[src/rtl/exec_mul_seq.sv]
// rtl/exec_mul_seq.sv - shift-add 16x16 multiply sequencer on the shared execute ALU (option: EXEC_MUL_ZERO_SKIP_EN)
module exec_mul_seq (
    input  logic        clk,
    input  logic        rst,
    input  logic        start,
    input  logic [15:0] opA,
    input  logic [15:0] opB,
    input  logic [15:0] alu_sum,
    input  logic        alu_cout,
    output logic        alu_own,
    output logic [15:0] aluA_drv,
    output logic [15:0] aluB_drv,
    output logic [2:0]  aluOp_drv,
    output logic        cin_drv,
    output logic        stall,
    output logic        busy,
    output logic        done,
    output logic [15:0] prod_hi,
    output logic [15:0] prod_lo
);

    typedef enum logic [1:0] {
        IDLE = 2'd0,
        RUN  = 2'd1,
        DONE = 2'd2
    } state_t;

    state_t      state;
    logic [15:0] mcand;
    logic [15:0] hi;
    logic [15:0] lo;
    logic [3:0]  cnt;
    logic        accept;
    logic        zero_op;

    // A request is only taken when not mid-multiply; reset masks it so stall stays low under reset
    assign accept = start && !rst && (state == IDLE || state == DONE);

`ifdef EXEC_MUL_ZERO_SKIP_EN
    assign zero_op = (opA == 16'd0) || (opB == 16'd0);
`else
    assign zero_op = 1'b0;
`endif

    // All outputs are decodes of registered state, except stall which must freeze the pipe in the accept cycle
    assign busy      = (state == RUN);
    assign alu_own   = (state == RUN);
    assign done      = (state == DONE);
    assign stall     = (state == RUN) || accept;
    assign aluA_drv  = hi;
    assign aluB_drv  = lo[0] ? mcand : 16'h0000;
    assign aluOp_drv = 3'b000;
    assign cin_drv   = 1'b0;
    assign prod_hi   = hi;
    assign prod_lo   = lo;

    // Sequencer: load on accept, one add-then-shift-right step per RUN cycle, sixteen steps total
    always_ff @(posedge clk) begin
        if (rst) begin
            state <= IDLE;
            mcand <= 16'd0;
            hi    <= 16'd0;
            lo    <= 16'd0;
            cnt   <= 4'd0;
        end else begin
            case (state)
                IDLE, DONE: begin
                    if (start) begin
                        mcand <= opA;
                        cnt   <= 4'd0;
                        if (zero_op) begin
                            hi    <= 16'd0;
                            lo    <= 16'd0;
                            state <= DONE;
                        end else begin
                            hi    <= 16'd0;
                            lo    <= opB;
                            state <= RUN;
                        end
                    end else begin
                        state <= IDLE;
                    end
                end
                RUN: begin
                    {hi, lo} <= {alu_cout, alu_sum, lo[15:1]};
                    cnt      <= cnt + 4'd1;
                    if (cnt == 4'd15) begin
                        state <= DONE;
                    end
                end
                default: begin
                    state <= IDLE;
                end
            endcase
        end
    end

endmodule

[config.mk]
export PLATFORM = sky130hd
export DESIGN_NAME = exec_mul_seq
export DESIGN_NICKNAME = d
export VERILOG_FILES = /design/src/rtl/exec_mul_seq.sv
export SDC_FILE = /design/constraint.sdc
export NUM_CORES = 1
export LEC_CHECK = 0
export CELL_PAD_IN_SITES_DETAIL_PLACEMENT = 0
export CELL_PAD_IN_SITES_GLOBAL_PLACEMENT = 1
export CORE_MARGIN = 1.5
export CORE_UTILIZATION = 27
export CTS_CLUSTER_SIZE = 25
export DETAILED_ROUTE_END_ITERATION = 16
export PLACE_DENSITY = 0.82
export SYNTH_ARGS = -nofsm -noshare
export SYNTH_HDL_FRONTEND = slang
export SYNTH_SLANG_ARGS = --single-unit
[constraint.sdc]
create_clock -name clk -period 1.5 [get_ports clk]
set_input_delay 0.3 -clock clk [delete_from_list [all_inputs] [get_ports clk]]
set_output_delay 0.3 -clock clk [all_outputs]
set_load 0.005 [all_outputs]
After elaboration in Yosys (flattened, before gate mapping)
Cells that the tools add are included.

Register bits after elaboration: 54. Bits of input ports: 52. Output and inout bits: 72. Word-level logic and storage cells: 31.

Add/subtract/negate cells: 1. Equal/unequal tests: 5. Mux-type cells: 10. Reduce and logical (&&, ||, !) cells: 10.

Operators by type and width (count): case mux 16 bit (2 select lines) (2); 2-to-1 mux 16 bit (3); case mux 4 bit (2 select lines) (1); adder 4 x 1 -> 4 bit (second input constant) (1); == test 4 bit (second input constant) (1); 2-to-1 mux 4 bit (1); case mux 2 bit (2 select lines) (1); AND reduction 2 bit (2); == test 2 x 1 -> 1 bit (second input constant) (1); == test 2 bit (second input constant) (1); logical AND 1 bit (2); zero test 2 bit (1); logical OR 1 bit (2); 2-to-1 mux 2 bit (1); != test 2 x 1 -> 1 bit (second input constant) (1); != test 2 bit (second input constant) (1); nonzero test 2 bit (1); OR reduction 2 bit (1); zero test 1 bit (1); 2-to-1 mux 1 bit (1).

Longest topological paths before layout
Gate-level depths: netlist of run 1.

Word-level depth: 4. Gate-level depth with buffers: 6. Depth with buffers taken out: 4.

Worst setup path after synthesis of run 1
OpenSTA, ideal clock, no wires.

Kind: reg2out. Start: register state[1]. End: output busy. Arrival time: 0.959 ns. Slack: 0.241 ns. Cell stages (with the launch flop): 6. Path buffers: 3. Path through: dfxtp_1 nand2b_2 inv_2 buf_4 buf_6 buf_4.

Cells in the longest elaborated chain, start to end: 1.

Ends and longest elaborated chain: start, declared (line 28) `state_t state;`; start signal, assigned (line 60) `state <= IDLE;`; start signal, assigned (line 74) `state <= DONE;`; start signal, assigned (line 78) `state <= RUN;`; == test 2 x 1 -> 1 bit; end, declared (line 16) `output logic busy,`.

No other way between the ends.

Final worst setup path of run 1
Start: register hi[1], in the netlist aluA_drv[1]. End: output aluA_drv[1].

RTL lines: start, declared (line 30) `logic [15:0] hi;`; start signal, assigned (line 85) `{hi, lo} <= {alu_cout, alu_sum, lo[15:1]};`; end, declared (line 11) `output logic [15:0] aluA_drv,`.

No word-level cell between the ends.

==> out/results.ini, run 1 <==
[logic_synthesis]
yosysUniqueCellTypes=28
yosys_warnings=0
syn_area_um2=2240
synth_seq_area_share_pct=48.3
synth.avg_cell_area_um2=9.05
syn_inst=247
synth_seq_cells=54

[flow_run]
drv_cap=0

[die]
die_y_um=94
dieArea_um2=8840
ioPinCount=124
rows=33
core_um2=8130
die_w_um=94
initial_core_util_pct=27.5

[setup_path]
max_stage_delay_ps=520
path_delay_family=buffers and inverters
crit_chain=clkdlybuf4s50_1
critPathArrivalTime_ps=1180
cp_max_fo=3
timing.critical_path.buf_inv=1
cp_slowest_cell=clkdlybuf4s50_1
critPathKind=reg2out
critPathLaunchType=register
endpoint_kind=primary output
cp_data_required_time_ps=1200

[global_route]
gr-total-overflow=0
grt_max_degree=35
grt.total_usage_pct=13.6
grt_pass1_vias=1995
antenna_found_initial=0
grt_first_pass_wirelength_um=9560

[finish]
final_common_cell=clkdlybuf4s50_1
syn_to_final_growth_pct=61.4
antenna_cells=0
final_layout_size_suffix_gt1_share_pct=23.5
fill_cells=793
final_cell_mix=clkdlybuf4s50_1 (73), nor3_1 (33), nand2_1 (32)
fin_cells=458
nNetsFinal=405

[cts]
cts_made_buffers=5
cts_buffer_depth=2
root_buffer=clkbuf_8
clk_pin_slew_ps=90
htree_levels=2
clock_latency_ps=310
cts_tree=done
clock_sinks=54

[routing]
post_drt_via_cell_ratio=4.55
wirelength_um=6160
via_count=2084
wl_per_cell_um=13.5
drc=0
dr.pass1.iters=4
ant_nets=0
drt_iter0_drc=74

[power]
power.density_nw_per_um2=927
leakagePower_nw=1.74
peakVddDrop_uv=402

[place]
port_buffers=119
hpwlAfterDp_um=4170
dp_cells=445
place.gp.congestion=0.688

[timing]
finalHoldViolCount=0
drv_slew=0
min_period_ps=1480
min_period_over_period_pct=98.8
setup_violations=0
fin_skew_ps=5.87
max_freq_mhz=675
whs_ps=455

[min_path]
hold_class=reg2reg

[status]
status=completed

-- stage by stage --
stage                     utilization [%]  worst slack, ps  total power, mW  instance area [um2]  TNS (ps)
after floorplan                         -              241             2.06                 2250         0
after global placement               41.9             -471             2.49                 3400    -11000
after detailed placement             41.9             -427             2.50                 3400    -11330
after CTS                            44.3            -10.2             3.42                 3610     -98.4
after global routing                 44.4            -15.0             3.52                 3610     -20.9
final                                44.4             17.9             3.34                 3610         0
-- synth_stat cells --
master	count	area (um2)
nand3_1	2	10.0
ha_1	1	12.5
nor2_1	1	3.75
nand2_1	32	120
buf_4	25	188
a21oi_1	18	90.1
o21ai_0	1	5.00
mux2_2	2	22.5
a22o_1	17	149
buf_1	1	3.75
buf_6	3	33.8
nand2b_1	2	12.5
nor2_2	1	6.26
nand4_1	1	6.26
nor2b_1	2	12.5
nand2b_2	1	8.76
o22ai_1	16	100
nor3b_1	1	7.51
nor3_4	1	16.3
dfxtp_1	54	1080
nor3_1	33	165
a211oi_1	1	7.51
and2_1	16	100
conb_1	1	3.75
buf_2	10	50.1
clkbuf_1	2	7.51
inv_2	1	3.75
o2bb2ai_1	1	8.76
-- path summary, 6_finish.rpt --
| path | start | endpoint | slack (ps) | cells past startpoint |
|---|---|---|---|---|
| max | aluA_drv[1] | aluA_drv[1] | 20 | 1 |
| min | mcand[3] | mcand[3] | 450 | 2 |
| max reg2reg | state[1] | cnt[2] | 90 | 5 |
| min reg2reg | mcand[3] | mcand[3] | 450 | 2 |
-- kinds of logic after synthesis --
kind of cell             Yosys count  synth area share [%]
AND/OR/NAND/NOR                   93                  21.0
multiplexers                       2                  1.01
AO/OA/AOI/OAI                     54                  16.1
buffers and inverters             42                  12.8
flip-flops                        54                  48.3
other                              1                 0.168
adder cells (fa/ha/maj)            1                 0.560
-- power by group --
group	leakage [nW]	switching [mW]	total, mW	internal, mW
combinational	1.24	0.336	0.854	0.518
sequential	0.456	0.0917	1.66	1.57
clock	0.0447	0.492	0.830	0.338
total	1.74	0.921	3.34	2.42
-- layer usage --
metal  GRT usage, %  part of all wire, %  vias to the layer above
li1               -                    -                     1046
met1           16.1                   42                      965
met2           24.1                   51                       66
met3           3.24                  6.2                        7
met4           4.48                  1.2                        0
met5              0                    0                        -
-- state kept, by name, summed over array words and instances (netlist names) --
name      count
mcand        16
cnt           4
aluA_drv     16
state         2
prod_lo      16
-- area by class of cell --
type	instances	area, um2	share of cell area (%)
Multi-Input combinational cell	154	898	24.9
Tap cell	105	131	3.64
Clock inverter	3	25.0	0.693
Timing Repair Buffer	136	1350	37.5
Inverter	1	6.26	0.173
Sequential cell	54	1130	31.2
Clock buffer	5	68.8	1.91
-- timing repair --
action,CTS,global route
hold buffers,0,0
setup endpoints to repair,79,45
gates cloned,2,0
gates resized for setup,84,44
buffers inserted,3,0
(Power assumes the default switching activity.)
==> inputs of run 2 (changes only) <==
Settings changed: CAP_MARGIN set to 5, CORE_UTILIZATION 27 to 25, PLACE_DENSITY 0.82 to 0.77.
==> out/results.ini, run 2 (synthesized netlist as in run 1, its figures left out) <==
[status]
status=completed

[finish]
fill_cells=868  ; +9.5%
final_common_cell=clkdlybuf4s50_1
antenna_cells=0  ; unchanged
syn_to_final_growth_pct=63.1
nNetsFinal=404  ; -0.25%
final_layout_size_suffix_gt1_share_pct=23.9  ; +0.35 points
final_cell_mix=clkdlybuf4s50_1 (70), nor3_1 (33), nand2_1 (32)

[die]
rows=34  ; +3.0%
core_um2=8680  ; +6.7%
ioPinCount=124  ; unchanged
dieArea_um2=9520  ; +7.7%
die_w_um=97.6  ; +3.8%
die_y_um=97.6  ; +3.8%
initial_core_util_pct=25.8  ; -1.7 points

[flow_run]
drv_cap=0  ; unchanged

[routing]
ant_nets=0  ; unchanged
dr.pass1.iters=4  ; unchanged
drt_iter0_drc=106  ; +43%
post_drt_via_cell_ratio=4.51  ; -0.82%
wl_per_cell_um=13.4  ; -0.27%
via_count=2076  ; -0.38%
wirelength_um=6170  ; +0.16%
drc=0  ; unchanged

[power]
power.density_nw_per_um2=999  ; +7.7%
peakVddDrop_uv=465  ; +16%
fin_total_pwr_mw=3.64  ; +8.9%
leakagePower_nw=1.80  ; +3.5%

[setup_path]
critPathKind=reg2out
critPathCapture=aluB_drv[6]
startpoint=prod_lo[0]
r2r-end=prod_lo[3]
worst-r2r-setup-slack_ps=140  ; +50 ps
rr_startpoint=state[0]
critPathArrivalTime_ps=1160  ; -20 ps
cp_data_required_time_ps=1200  ; about the same
endpoint_kind=primary output
cp_max_fo=8  ; +5
worst-r2r-cell-count=4  ; -1
critPathLaunchType=register

[place]
hpwlAfterDp_um=4240  ; +1.6%
port_buffers=119  ; unchanged
place.gp.congestion=0.725  ; +5.5%

[timing]
finalHoldViolCount=0  ; unchanged
setup_violations=0  ; unchanged
drv_slew=0  ; unchanged
rsz0062_at_grt=true
tns_ps=0  ; unchanged
fin_skew_ps=6.22  ; +0.353 ps
max_freq_mhz=684  ; +1.4%
min_period_ps=1460  ; -20.2 ps
min_period_over_period_pct=97.5  ; -1.3 points

[cts]
clk_pin_slew_ps=90  ; about the same
htree_levels=2  ; unchanged
root_buffer=clkbuf_8
cts_hold_buf=0  ; unchanged
cts_made_buffers=5  ; unchanged
cts_tree=done
clock_sinks=54  ; unchanged
cts_buffer_depth=2  ; unchanged
clock_latency_ps=300  ; about the same

[global_route]
antenna_found_initial=0  ; unchanged
grt.total_usage_pct=12.4  ; -1.2 points
grt_first_pass_wirelength_um=9780  ; +2.2%
gr-total-overflow=0  ; unchanged
grt_max_degree=35  ; unchanged
grt_pass1_vias=1978  ; -0.85%

[min_path]
hold_class=reg2reg
min_from=mcand[3]

## run 2: cell types whose count changed in the layout (fill, tap and decap cells not counted), moves of 2 or more
cell / change
clkdlybuf4s50_1: -3
dlymetal6s2s_1: +2
and2_1: -4
dfxtp_2: -2
dfxtp_1: +2
and2_4: +4
buf_6: +3
bufinv_16: +2
## run 2: repair_timing
| item | CTS | global route |
|---|---|---|
| gates cloned | 1 | 0 |
| pin swaps | 0 | 1 |
| setup buffers | 2 | 3 |
| resized for setup | 75 | 59 |
| endpoints found under the setup margin | 69 | 47 |
## run 2: worst min path at each step
stage | end | slack, ps | depth (start not counted)
floorplan | mcand[0] | 430 | 2
global placement | mcand[0] | 440 | 2
detailed placement | mcand[7] | 440 | 2
CTS | mcand[7] | 460 | 2
global route | mcand[3] | 470 | 2
finish | mcand[3] | 450 | 2
## run 2: report_power, final
part | internal, mW | switching [mW]
clock | 0.669 | 0.478
sequential | 1.57 | 0.0830
combinational | 0.503 | 0.341
total | 2.74 | 0.902
## run 2: area by class of cell
type	count	area [um2]	area share [%]
tap	108	135	3.71
clock inverter	3	68.8	1.89
clock buffer	5	68.8	1.89
timing repair buffer	135	1340	36.6
sequential	54	1120	30.8
multi-input combinational	154	908	24.9
inverter	1	6.26	0.172
## run 2: through the flow
step	setup WS, ps	hold slack (ps)	utilization, %	area, um2	instances
2_1_floorplan	241	432	-	2250	250
3_3_place_gp	-414	438	39.1	3390	446
3_5_place_dp	-422	444	39.1	3390	446
4_1_cts	-120	458	41.5	3600	457
5_1_grt	-3.11	474	42.0	3650	460
6_report	38.2	454	42.0	3650	460
## run 2: critical path: stages (launching register included)
cell	delay [ps]
dfxtp_4	360
buf_6	120
buf_16	120
and2_4	140
buf_2	120
## run 2: metal layers
layer	global-route usage, %	up-vias	routed length (um)
met5	0	-	0
met1	15.4	964	2640
met2	21.2	70	3060
met4	2.97	0	56
li1	-	1037	-
met3	3.81	5	417
==> inputs of run 3 (changes only) <==
Settings changed: CORE_MARGIN 1.5 to unset.
==> out/results.ini, run 3 (synthesized netlist as in run 1, its figures left out) <==
[finish]
fill_cells=881  ; +1.5%
final_common_cell=clkdlybuf4s50_1
final_layout_size_suffix_gt1_share_pct=25.0  ; +1.1 points
antenna_cells=0  ; unchanged
fin_cells=468  ; +1.7%
utilization_pct=41.9  ; -0.12 points
final_cell_mix=clkdlybuf4s50_1 (81), nor3_1 (33), nand2_1 (32)
nNetsFinal=412  ; +2.0%
syn_to_final_growth_pct=62.6

[power]
leakagePower_nw=1.66  ; -7.8%
peakVddDrop_uv=379  ; -19%
fin_total_pwr_mw=3.37  ; -7.4%
power.density_nw_per_um2=927  ; -7.2%

[cts]
cts_buffer_depth=2  ; unchanged
cts_tree=done
root_buffer=clkbuf_8
clk_pin_slew_ps=90  ; about the same
cts_made_buffers=5  ; unchanged
clock_sinks=54  ; unchanged
clock_latency_ps=300  ; about the same
cts_hold_buf=0  ; unchanged
htree_levels=2  ; unchanged

[timing]
max_freq_mhz=678  ; -0.89%
setup_violations=0  ; unchanged
rsz0062_at_grt=true
min_period_ps=1470  ; +13.2 ps
drv_slew=0  ; unchanged
min_period_over_period_pct=98.3  ; +0.88 points
finalHoldViolCount=0  ; unchanged
setup_slack_ps=25.0  ; -13.2 ps
fin_skew_ps=8.19  ; +1.97 ps

[die]
rows=34  ; unchanged
die_w_um=96.6  ; -1.0%
ioPinCount=124  ; unchanged
die_y_um=96.6  ; -1.0%
core_um2=8680  ; unchanged
dieArea_um2=9330  ; -2.0%
initial_core_util_pct=25.8  ; unchanged

[place]
place_worst_setup_slack_ps=-443  ; -21.4 ps
dp_cells=450  ; +0.90%
hpwlAfterDp_um=4200  ; -0.96%
place.gp.congestion=0.705  ; -2.8%
port_buffers=119  ; unchanged

[global_route]
grt_max_degree=35  ; unchanged
grt.total_usage_pct=12.9  ; +0.44 points
grt_pass1_vias=1980  ; +0.10%
gr-total-overflow=0  ; unchanged
antenna_found_initial=0  ; unchanged
grt_first_pass_wirelength_um=9320  ; -4.7%

[setup_path]
critPathLaunchType=register
max_stage_delay_ps=370  ; about the same
crit_chain=buf_12 -> buf_16 -> and2_1 -> buf_2
cp_data_required_time_ps=1200  ; about the same
endpoint_kind=primary output
cp_slowest_cell=dfxtp_4
critPathArrivalTime_ps=1170  ; about the same
critPathKind=reg2out
cp_max_fo=8  ; unchanged

[status]
status=completed

[routing]
wl_per_cell_um=13.4  ; about the same
post_drt_via_cell_ratio=4.51  ; about the same
via_count=2111  ; +1.7%
wirelength_um=6280  ; +1.7%
drt_iter0_drc=64  ; -40%
drc=0  ; unchanged
ant_nets=0  ; unchanged
dr.pass1.iters=4  ; unchanged

[flow_run]
drv_cap=0  ; unchanged

[min_path]
hold_class=reg2reg

## run 3: changes by cell type in the layout (fill, tap and decap cells not counted), moves of 2 or more
| cell | before | now |
|---|---|---|
| clkdlybuf4s50_1 | 70 | 81 |
| buf_4 | 10 | 18 |
| dlymetal6s2s_1 | 23 | 15 |
| dlygate4sd2_1 | 9 | 4 |
| and2_1 | 11 | 15 |
| and2_4 | 5 | 1 |
| clkbuf_2 | 13 | 16 |
| buf_6 | 4 | 2 |
| bufinv_16 | 2 | 0 |
| dfxtp_1 | 24 | 22 |
| dfxtp_2 | 28 | 30 |
## run 3: layout make-up
type / count / area, um2 / share of cell area, %
clock buffers: 7 / 86.3 / 2.37
clock inverters: 1 / 5.00 / 0.138
inverters: 1 / 6.26 / 0.172
multi-input cells: 154 / 898 / 24.7
flip-flops and latches: 54 / 1130 / 31.0
well taps: 108 / 135 / 3.72
repair buffers: 143 / 1380 / 37.9
## run 3: power breakdown
group          total [mW]  switching, mW  internal [mW]
combinational       0.896          0.355          0.540
sequential           1.65         0.0821           1.57
clock               0.824          0.451          0.374
total                3.37          0.888           2.48
## run 3: what timing repair did
action	in CTS	in global routing
hold endpoints to repair	0	0
resized for setup	68	52
setup buffers	3	6
endpoints found under the setup margin	59	53
pin swaps	0	1
gates cloned	1	0
## run 3: per-layer routing
metal / part of all wire (%) / global-route usage (%) / vias to the layer above
li1: - / - / 1060
met1: 43 / 15.6 / 979
met2: 50 / 22.7 / 66
met3: 6.5 / 3.29 / 6
met4: 0.86 / 3.31 / 0
met5: 0 / 0 / -
## run 3: final timing paths
path	startpoint	to	slack, ps	depth (start not counted)
setup / recovery	prod_lo[0]	aluB_drv[15]	30	4
hold / removal	mcand[15]	mcand[15]	460	2
setup reg to reg	state[0]	aluA_drv[12]	110	7
hold reg to reg	mcand[15]	mcand[15]	460	2
## run 3: stage by stage
step                hold slack, ps  TNS [ps]  instance area (um2)
global placement               437    -11390                 3420
floorplan                      432         0                 2250
global route                   479      -146                 3640
detailed placement             443    -12470                 3420
CTS                            457     -1030                 3600
finish                         456         0                 3640
## run 3: worst max-delay path: cells and delay by family, from the launching register on
| family | cells | cell delay (ps) |
|---|---|---|
| simple gates | 1 | 140 |
| flops | 1 | 370 |
| buf+inv | 3 | 360 |
==> variant 1: new RTL, flow settings as in run 3 <==
Add a define of `EXEC_MUL_ZERO_SKIP_EN`.
--- a/src/rtl/exec_mul_seq.sv
+++ b/src/rtl/exec_mul_seq.sv
@@ -1,3 +1,5 @@
 // rtl/exec_mul_seq.sv - shift-add 16x16 multiply sequencer on the shared execute ALU (option: EXEC_MUL_ZERO_SKIP_EN)
+`define EXEC_MUL_ZERO_SKIP_EN
+
 module exec_mul_seq (
     input  logic        clk,
Behaviour: not the same (a bounded check fails within 4 cycles, from zero or initial values and one cycle with rst high).
==> variant 1 against run 3 <==
  * The flow now finishes with violations (design-rule violations)
  * Count of clock-buffer cells in the layout shrank 1
  * Area after synthesis up 4.1%
  * Sequential cell count unchanged
  * Worst setup slack got worse by 0.0071 ns
  * First-iteration DRC count is 25% higher
  * Design area grew 7.0%
  * Wire length rose by 12%
  * Synthesized cell count rose by 4.9%
  * Total power down 0.63%
  * Global-route usage increased by 1.5 points
  * Critical path type is now primary input to register
  * Largest cell class unchanged
==> variant 1: results <==
export IMPL_status="complete, but fails checks"
export IMPL_violations="design-rule violations"
export IMPL_seq_area_frac_synth_pct=46.45
export IMPL_cts_setup_buffers=5
export IMPL_grt_pass1_wl_um=11240
export IMPL_drive_gt1_share_pct=28.01
export IMPL_crit_end="state[0]$_SDFFE_PP0P_"
export IMPL_hold_path_class="primary input to register"
export IMPL_vias=2313
export IMPL_final_clk_cell_share_pct=2.220
export IMPL_p_int_mw=2.407
export IMPL_drt_iter0_drc=80
export IMPL_final_fill_count=883
export IMPL_post_cts_resize_count=82
export IMPL_synthTopCellsByCount="dfxtp_1 (54), a22oi_1 (33), nand2_1 (32)"
export IMPL_buffers=150
export IMPL_worst_r2r_setup_slack_ns=0.14
export IMPL_cpPeakStageDelay_ns=0.44
export IMPL_routed_wl_um=7041
export IMPL_inverters=2
export IMPL_synth_area_leaders="dfxtp_1 (46%), a22oi_1 (11%), buf_4 (6.8%)"
export IMPL_dr_pass1_iters=12
export IMPL_buf_share_pct=37.13
export IMPL_synth_compound_area_share_pct=22.42
export IMPL_multi_input_area_um2=1087
export IMPL_remaining_drc_errors=2
export IMPL_grt_use_total_pct=14.36
export IMPL_cp_top_family="simple AND/OR/NAND/NOR gates"
export IMPL_max_vdd_ir_drop_uv=436.2
export IMPL_synthAdderAreaFrac_pct=0.5376
export IMPL_nMultiInputCombCells=168
export IMPL_hpwl_um=4764
export IMPL_worstSetupStartpoint="opB[15]"
export IMPL_synthMuxAreaShare_pct=0
export IMPL_p_leak_nw=1.829
export IMPL_r2r_start="state[1]$_SDFFE_PP0P_"
export IMPL_crit_slowest_cell="clkdlybuf4s50_1"
export IMPL_seq_share_pct=28.96
export IMPL_nets=434
-- variant 1: cell count changes in the layout (fill, tap and decap cells not counted), moves of 7 or more --
cell,delta
a22oi_1,+33
dlymetal6s2s_1,+12
nor2_1,+20
o2bb2ai_1,+13
nor3_1,-33
clkdlybuf4s50_1,-17
o22ai_1,-16
a22o_1,-17
buf_4,+7
-- variant 1: metrics by stage --
stage	TNS, ns	hold slack (ns)	utilization (%)	instances	setup WS (ns)
after floorplan	0	0.4169	-	262	0.1726
after global placement	-22.81	0.4382	40.46	469	-0.5807
after detailed placement	-24.99	0.4447	40.46	469	-0.6623
after CTS	-0.9876	0.3888	42.72	484	-0.1711
after global routing	-0.3694	0.2686	43.95	490	-0.04383
final	0	0.2705	43.95	490	0.01792
-- variant 1: metal layers --
layer,part of all wire [%],track usage (%),wire (um)
met3,6.4,3.333,454
met4,0.62,2.870,44
met5,0,0,0
met2,48,23.84,3387
met1,45,19.13,3154
-- variant 1: how the worst min path moves through the flow --
stage	slack, ns	cells past startpoint	end
after floorplan	0.42	1	prod_lo[0]$_SDFFE_PP0P_
after global placement	0.44	2	mcand[5]$_SDFFE_PP0P_
after detailed placement	0.44	2	mcand[8]$_SDFFE_PP0P_
after CTS	0.39	3	mcand[12]$_SDFFE_PP0P_
after global routing	0.27	2	prod_lo[8]$_SDFFE_PP0P_
final	0.27	2	prod_lo[8]$_SDFFE_PP0P_
-- variant 1: power by group through the flow --
stage,Clock (mW),Combinational [mW],Sequential (mW)
global placement,0,0.842,1.65
detailed placement,0,0.850,1.65
CTS,0.846,0.893,1.63
floorplan,0,0.381,1.65
finish,0.804,0.906,1.64
global route,0.902,0.992,1.66
==> variant 2: new RTL, settings of run 3 <==
Made on the original files. Re-encode `state_t` (3 states) as one-hot, 3 bits wide.
--- a/src/rtl/exec_mul_seq.sv
+++ b/src/rtl/exec_mul_seq.sv
@@ -20,8 +20,8 @@
 );
 
-    typedef enum logic [1:0] {
-        IDLE = 2'd0,
-        RUN  = 2'd1,
-        DONE = 2'd2
+    typedef enum logic [2:0] {
+        IDLE = 3'b001,
+        RUN  = 3'b010,
+        DONE = 3'b100
     } state_t;
 
Behaviour: no difference found for any inputs over 10 cycles, from zero or initial values and one cycle with rst high; not proved beyond that.
==> variant 2 against run 3 <==
  * The flow now finishes with violations (negative setup slack)
  * Global-route usage rose by 2.3 points
  * Sequential cell count rose by 1
  * Worst setup slack got worse by 0.23 ns
  * Total power rose by 4.8%
  * Cell count rose by 17%
  * Via count rose by 25%
  * Wire length rose by 45%
  * Utilization rose by 8.0 points
  * Count of clock-buffer cells in the layout rose by 1
  * Area after synthesis rose by 17%
  * Combinational power rose by 8.6%
  * Synthesized cell count rose by 13%
  * Design area rose by 40%
  * Critical path type unchanged
  * Highest routed layer unchanged
==> variant 2: results <==
export IMPL_dr_pass1_iters=4
export IMPL_max_vdd_ir_drop_uv=417.2
export IMPL_hold_path_class="register to register"
export IMPL_clock_latency_ns=0.31
export IMPL_p_leak_nw=2.223
export IMPL_cp_arrival_ns=1.41
export IMPL_portBuffers=119
export IMPL_status="complete, but fails checks"
export IMPL_hpwl_um=5168
export IMPL_synth_area_leaders="dfxtp_1 (42%), a311oi_2 (9.7%), buf_4 (6.6%)"
export IMPL_grt_use_total_pct=15.20
export IMPL_setup_viol=56
export IMPL_synth_cell_types=35
export IMPL_clockBufferDepth=2
export IMPL_grt_pass1_wl_um=13350
export IMPL_drive_gt1_share_pct=50.85
export IMPL_violations="negative setup slack"
export IMPL_crit_fanout=6
export IMPL_synthTopCellsByCount="dfxtp_1 (55), nand2_1 (33), buf_4 (23)"
export IMPL_numCtsBuffers=5
export IMPL_gp_congestion=0.7446
export IMPL_async_reset_ff_share_pct=0
export IMPL_dp_slack_ns=-0.5943
export IMPL_yosysWarnings=0
export IMPL_dpl_instance_area_um2=3908
export IMPL_fin_ws_ns=-0.2057
export IMPL_cts_htree_levels=2
export IMPL_antenna_found_initial=0
export IMPL_viasPerCell=4.812
export IMPL_skew_ns=0.008407
export IMPL_grt_max_degree=34
export IMPL_routed_wl_um=9082
export IMPL_start_kind="register"
export IMPL_drt_iter0_drc=114
export IMPL_nets=465
export IMPL_diodes=0
export IMPL_seq_area_frac_synth_pct=41.96
export IMPL_cts_root_buf="clkbuf_8"
export IMPL_grt_pass1_vias=2636
export IMPL_clk_pin_slew_ns=0.10
==> variant 2: power breakdown <==
part / switching (mW) / internal [mW]
Combinational: 0.389 / 0.584
Clock: 0.493 / 0.423
Sequential: 0.0917 / 1.55
==> variant 2: final timing paths <==
| kind | start | end | slack [ns] | cells past startpoint |
|---|---|---|---|---|
| min reg2reg | mcand[9]$_SDFFE_PP0P_ | mcand[9]$_SDFFE_PP0P_ | 0.47 | 2 |
| min | mcand[9]$_SDFFE_PP0P_ | mcand[9]$_SDFFE_PP0P_ | 0.47 | 2 |
| max | state[0]$_SDFFE_PP1P_ | stall | -0.21 | 4 |
| max reg2reg | state[0]$_SDFFE_PP1P_ | cnt[3]$_SDFFE_PP0P_ | -0.17 | 8 |
==> variant 2: cell type report <==
type	count	area, um^2
multi-input combinational	176	1654
timing repair buffer	173	1992
fill	944	5124
clock buffer	8	100.1
sequential	55	1175
inverter	1	16.27
tap	136	170.2
==> variant 2: per-stage QoR <==
step           hold slack [ns]   TNS [ns]  instances  power (mW)
6_report                0.4715     -6.626        549       3.532
3_5_place_dp            0.4552     -26.33        509       2.332
4_1_cts                 0.4747     -6.918        538       3.415
2_1_floorplan           0.4326  -0.005424        281       1.959
3_3_place_gp            0.4495     -25.09        509       2.322
5_1_grt                 0.4821     -9.708        549       3.688
==> variant 2: kinds of logic after synthesis <==
kind of cell | synth area share (%)
adder cells (fa/ha/maj) | 0.4768
other | 0.1429
AO/OA/AOI/OAI | 23.37
buffers and inverters | 12.83
flip-flops | 41.96
AND/OR/NAND/NOR | 21.22
==> variant 2: what timing repair did <==
item	4_1_cts	5_1_grt
cloned	8	4
pin swaps	37	49
resized for setup	142	123
buffers inserted	13	10
setup endpoints to repair	101	101
==> variant 2: metal layers <==
layer | share of wire [%] | global-route usage [%] | vias to the layer above
li1 | - | - | 1255
met1 | 42 | 18.85 | 1291
met2 | 52 | 27.01 | 88
met3 | 4.8 | 3.070 | 8
met4 | 0.77 | 3.061 | 0
met5 | 0 | 0 | -
==> variant 2: critical path, stage by stage, from the launching register on <==
cell	delay (ns)
dfxtp_2	0.37
or3b_4	0.41
buf_6	0.15
o21ai_2	0.04
buf_2	0.12
